### config.mk
export PLATFORM = sky130hd
export DESIGN_NAME = pc_gen
export DESIGN_NICKNAME = d
export VERILOG_FILES = /design/src/rtl/pc_gen_pkg.sv /design/src/rtl/pc_next_sel.sv /design/src/rtl/pc_gen.sv
export SDC_FILE = /design/constraint.sdc
export NUM_CORES = 1
export LEC_CHECK = 0
export CAP_MARGIN = 20
export CORE_UTILIZATION = 41
export CTS_BUF_LIST = sky130_fd_sc_hd__clkbuf_4
export CTS_CLUSTER_SIZE = 14
export DETAILED_ROUTE_END_ITERATION = 16
export PLACE_DENSITY_LB_ADDON = 0.12
export SKIP_CTS_REPAIR_TIMING = 1
export SYNTH_ARGS = -nofsm -noshare
export SYNTH_HDL_FRONTEND = slang
export SYNTH_HIERARCHICAL = 1
export SYNTH_SLANG_ARGS = --single-unit
### constraint.sdc
create_clock -name i_clk -period 2.4 [get_ports i_clk]
set_clock_uncertainty 0.05 [all_clocks]
set_input_delay 0.48 -clock i_clk [delete_from_list [all_inputs] [get_ports i_clk]]
set_output_delay 0.48 -clock i_clk [all_outputs]
set_load 0.03 [all_outputs]
### src/rtl/pc_gen_pkg.sv
// Shared types and helpers for the fetch PC generator.
package pc_gen_pkg;

    typedef enum logic [1:0] {
        BOOT = 2'd0,
        RUN  = 2'd1,
        HALT = 2'd2
    } pc_state_e;

    typedef enum logic [1:0] {
        SRC_HOLD   = 2'd0,
        SRC_STEP   = 2'd1,
        SRC_BRANCH = 2'd2,
        SRC_TRAP   = 2'd3
    } pc_src_e;

    localparam int unsigned MASK_W = 64;

    // Mask that clears the low log2(step) bits; step must be a power of two.
    function automatic logic [MASK_W-1:0] align_mask(input int unsigned step);
        return ~(MASK_W'(step) - MASK_W'(1));
    endfunction

endpackage

### src/rtl/pc_next_sel.sv
// Next-PC source selection and value computation (combinational).
// PC_GEN_MISALIGN_CHECK_EN: reject misaligned redirect targets instead of masking them.
module pc_next_sel
    import pc_gen_pkg::*;
#(
    parameter int unsigned WIDTH = 32,
    parameter int unsigned STEP  = 4
) (
    input  pc_state_e          i_state,
    input  logic               i_pc_valid,
    input  logic               i_pc_ready,
    input  logic [WIDTH-1:0]   i_pc,
    input  logic               i_trap_valid,
    input  logic [WIDTH-1:0]   i_trap_target,
    input  logic               i_branch_valid,
    input  logic [WIDTH-1:0]   i_branch_target,
    output pc_src_e            o_src_c,
    output logic [WIDTH-1:0]   o_pc_next_c,
    output logic               o_reject_c
);

    localparam logic [WIDTH-1:0] ALIGN_MASK = WIDTH'(align_mask(STEP));
    localparam logic [WIDTH-1:0] STEP_INC   = WIDTH'(STEP);

    logic [WIDTH-1:0] redir_target;

    // Fixed-priority source selection; HALT only honours traps.
    always_comb begin
        o_src_c = SRC_HOLD;
        unique case (i_state)
            RUN: begin
                if (i_trap_valid) begin
                    o_src_c = SRC_TRAP;
                end else if (i_branch_valid) begin
                    o_src_c = SRC_BRANCH;
                end else if (i_pc_valid && i_pc_ready) begin
                    o_src_c = SRC_STEP;
                end
            end
            HALT: begin
                if (i_trap_valid) begin
                    o_src_c = SRC_TRAP;
                end
            end
            default: ;
        endcase
    end

    // Next PC value; a rejected redirect leaves the PC where it is.
    always_comb begin
        redir_target = (o_src_c == SRC_TRAP) ? i_trap_target : i_branch_target;
        o_reject_c   = 1'b0;
        o_pc_next_c  = i_pc;
`ifdef PC_GEN_MISALIGN_CHECK_EN
        if (((o_src_c == SRC_TRAP) || (o_src_c == SRC_BRANCH))
            && (|(redir_target & ~ALIGN_MASK))) begin
            o_reject_c = 1'b1;
        end
`endif
        if (!o_reject_c) begin
            unique case (o_src_c)
                SRC_STEP:              o_pc_next_c = i_pc + STEP_INC;
                SRC_TRAP, SRC_BRANCH:  o_pc_next_c = redir_target & ALIGN_MASK;
                default:               o_pc_next_c = i_pc;
            endcase
        end
    end

endmodule

### src/rtl/pc_gen.sv
// Fetch program-counter generator: holds the fetch PC, offers it via valid/ready,
// applies trap/branch redirects and debug halt/resume.
// PC_GEN_MISALIGN_CHECK_EN: misaligned redirects are rejected and flagged on
// o_misaligned; otherwise targets are aligned down and o_misaligned stays 0.
module pc_gen
    import pc_gen_pkg::*;
#(
    parameter int unsigned      WIDTH     = 32,
    parameter int unsigned      STEP      = 4,
    parameter logic [WIDTH-1:0] RESET_VEC = '0
) (
    input  logic               i_clk,
    input  logic               i_rst_n,
    output logic [WIDTH-1:0]   o_pc,
    output logic               o_pc_valid,
    input  logic               i_pc_ready,
    input  logic               i_trap_valid,
    input  logic [WIDTH-1:0]   i_trap_target,
    input  logic               i_branch_valid,
    input  logic [WIDTH-1:0]   i_branch_target,
    input  logic               i_halt_req,
    input  logic               i_resume,
    output logic               o_halted,
    output logic               o_misaligned
);

    pc_state_e        state_q, state_d;
    logic [WIDTH-1:0] pc_q, pc_d;
    logic             valid_q, valid_d;
    logic             halted_q, halted_d;
    logic             misaligned_q, misaligned_d;

    pc_src_e          src;
    logic [WIDTH-1:0] pc_next;
    logic             reject;
    logic             redirect;

    pc_next_sel #(
        .WIDTH (WIDTH),
        .STEP  (STEP)
    ) u_next_sel (
        .i_state         (state_q),
        .i_pc_valid      (valid_q),
        .i_pc_ready      (i_pc_ready),
        .i_pc            (pc_q),
        .i_trap_valid    (i_trap_valid),
        .i_trap_target   (i_trap_target),
        .i_branch_valid  (i_branch_valid),
        .i_branch_target (i_branch_target),
        .o_src_c         (src),
        .o_pc_next_c     (pc_next),
        .o_reject_c      (reject)
    );

    // Next state and registered-output values.
    always_comb begin
        state_d      = state_q;
        redirect     = (src == SRC_TRAP) || (src == SRC_BRANCH);
        unique case (state_q)
            BOOT: state_d = i_halt_req ? HALT : RUN;
            RUN:  if (i_halt_req && !redirect) state_d = HALT;
            HALT: if (i_resume) state_d = RUN;
            default: state_d = BOOT;
        endcase
        pc_d         = pc_next;
        valid_d      = (state_d == RUN);
        halted_d     = (state_d == HALT);
        misaligned_d = reject;
    end

    // State and output registers with synchronous active-low reset.
    always_ff @(posedge i_clk) begin
        if (!i_rst_n) begin
            state_q      <= BOOT;
            pc_q         <= RESET_VEC;
            valid_q      <= 1'b0;
            halted_q     <= 1'b0;
            misaligned_q <= 1'b0;
        end else begin
            state_q      <= state_d;
            pc_q         <= pc_d;
            valid_q      <= valid_d;
            halted_q     <= halted_d;
            misaligned_q <= misaligned_d;
        end
    end

    assign o_pc         = pc_q;
    assign o_pc_valid   = valid_q;
    assign o_halted     = halted_q;
    assign o_misaligned = misaligned_q;

endmodule
==> impl_metrics.py <==
metrics = {
    "run_status": {
        "outcome": "finished, violations left",
        "violations": "DRC",
    },
    "placed_design": {
        "place_ws_ns": -0.226,
        "port-buffer-count": 101,
        "dp_hpwl_um": 6390,
        "gp_congestion": 0.855,
    },
    "setup_path": {
        "crit_required_ns": 2.65,
        "arrival_ns": 2.53,
        "r2r_slack_ns": 0.15,
        "r2r-start": "state_q[1]",
        "reg2regPathDepth": 6,
        "start_kind": "input pin",
        "cp_max_fo": 18,
        "worst_setup_path_end_kind": "flip-flop",
        "crit_type": "in2reg",
        "r2r_end": "o_pc[24]",
    },
    "timing": {
        "timing.fmax_ghz": 0.440,
        "setup-violations-final": 0,
        "totalNegativeSetupSlack_ns": 0,
        "worst_hold_slack_ns": 0.551,
        "hold_viol_final": 0,
        "rsz0062_at_grt": "no",
        "period_share": 0.948,
        "tightest_slew_ns": 0.504,
        "fin_ws_ns": 0.125,
        "slew_violations": 0,
        "relSlewSlack": 0.662,
        "finalCriticalPeriod_ns": 2.27,
    },
    "pwr": {
        "leakagePower_nw": 1.59,
        "peakVddDrop_mv": 0.272,
        "power.density_nw_per_um2": 396,
    },
    "hold_path": {
        "hold_path_depth": 2,
        "hold_path_class": "reg2reg",
        "whs_endpoint": "o_pc[0]",
        "hold_path.startpoint": "o_pc[0]",
    },
    "routing": {
        "drcViolationCount": 2,
        "met1_length_um": 3730,
        "ant_nets": 0,
        "first_pass_iters": 10,
        "wl_um": 8440,
        "wl_per_cell_um": 15.3,
        "avgViaCountPerCell": 5.55,
        "vias": 3058,
        "highest_layer": "met4",
        "dr_wl_met3_um": 576,
        "drtIter0Drc": 176,
        "wl_met2_um": 4070,
    },
    "finish": {
        "drive_gt1_frac": 0.139,
        "syn_to_final_growth_pct": 53.5,
        "final_cell_mix": "101 x clkdlybuf4s50_1, 46 x buf_4, 38 x and2_1, 37 x dfxtp_1, 33 x a21oi_1",
        "final_common_cell": "clkdlybuf4s50_1",
        "final_nets": 548,
        "final_util": 0.648,
        "antennaDiodeCount": 0,
        "fillers": 572,
    },
    "floorplan": {
        "core_area_um2": 6310,
        "fp.dieW_um": 82.6,
        "initial_core_util": 0.422,
        "dieArea_um2": 6830,
        "num_rows": 29,
        "dieHeight_um": 82.6,
        "ios": 106,
    },
    "yosys": {
        "netlist_area_um2": 2670,
        "netlist_instances": 339,
        "syn_area_per_cell_um2": 7.86,
        "yosys_warnings": 6,
        "synth_fp_nets": 413,
    },
    "grt": {
        "antenna_found_initial": 0,
        "grt_usage": 0.261,
        "grt_max_degree": 22,
        "grt_pass1_wl_um": 13300,
        "grt_pass1_vias": 2816,
        "grt_overflow": 0,
    },
    "clock_network": {
        "cts_sinks": 37,
        "clockBufferDepth": 2,
        "clock_latency_ns": 0.35,
        "cts_buffers": 5,
        "cts_max_level": 2,
        "cts_tree": "built",
        "path_clk_slew_ns": 0.11,
        "cts_root_buf": "clkbuf_4",
    },
    "flow_run": {
        "drv_cap": 0,
    },
}
cell type report:
| cell class | count | area, um2 | share of cell area |
|---|---|---|---|
| flip-flops and latches | 37 | 741 | 0.181 |
| multi-input cells | 271 | 1790 | 0.437 |
| repair buffers | 148 | 1380 | 0.336 |
| clock inverters | 1 | 3.75 | 0.000917 |
| clock buffers | 6 | 45.0 | 0.0110 |
| well taps | 77 | 96.3 | 0.0235 |
| inverters | 11 | 41.3 | 0.0101 |
worst max path at each step:
stage                       from  slack (ns)  endpoint
detailed placement  i_trap_valid       -0.23  o_pc[24]
CTS                   state_q[0]        0.08  o_pc[24]
finish              i_trap_valid        0.13  o_pc[24]
floorplan             state_q[0]        0.16  o_pc[29]
global route        i_trap_valid        0.02  o_pc[24]
global placement    i_trap_valid       -0.19  o_pc[24]
registers in the layout, indices dropped and copies added, names as in the netlist:
name,count
o_misaligned,1
state_q,2
o_pc,32
o_halted,1
o_pc_valid,1
worst max-delay path: stages:
cell             delay [ns]
clkdlybuf4s50_1        0.59
a21oi_1                0.16
or4_1                  0.48
buf_4                  0.22
o32a_1                 0.37
a21oi_1                0.11
and2_1                 0.12
power by group:
| group | switching [mW] | leakage, nW | total (mW) | internal, mW |
|---|---|---|---|---|
| Clock | 0.215 | 0.0292 | 0.333 | 0.118 |
| Combinational | 0.257 | 1.25 | 0.573 | 0.316 |
| Sequential | 0.0569 | 0.301 | 0.713 | 0.656 |
| Total | 0.528 | 1.59 | 1.62 | 1.09 |
layer usage:
metal | vias up | global-route usage
li1 | 1529 | -
met1 | 1413 | 0.337
met2 | 109 | 0.454
met3 | 7 | 0.0374
met4 | 0 | 0.0655
met5 | - | 0
metrics by stage:
| stage | power, mW | cells | instance area (um2) |
|---|---|---|---|
| detailed placement | 1.30 | 544 | 4040 |
| floorplan | 1.00 | 339 | 2670 |
| global route | 1.71 | 551 | 4090 |
| global placement | 1.29 | 544 | 4040 |
| finish | 1.62 | 551 | 4090 |
| CTS | 1.63 | 551 | 4090 |
Power figures use the tool's default switching activity.
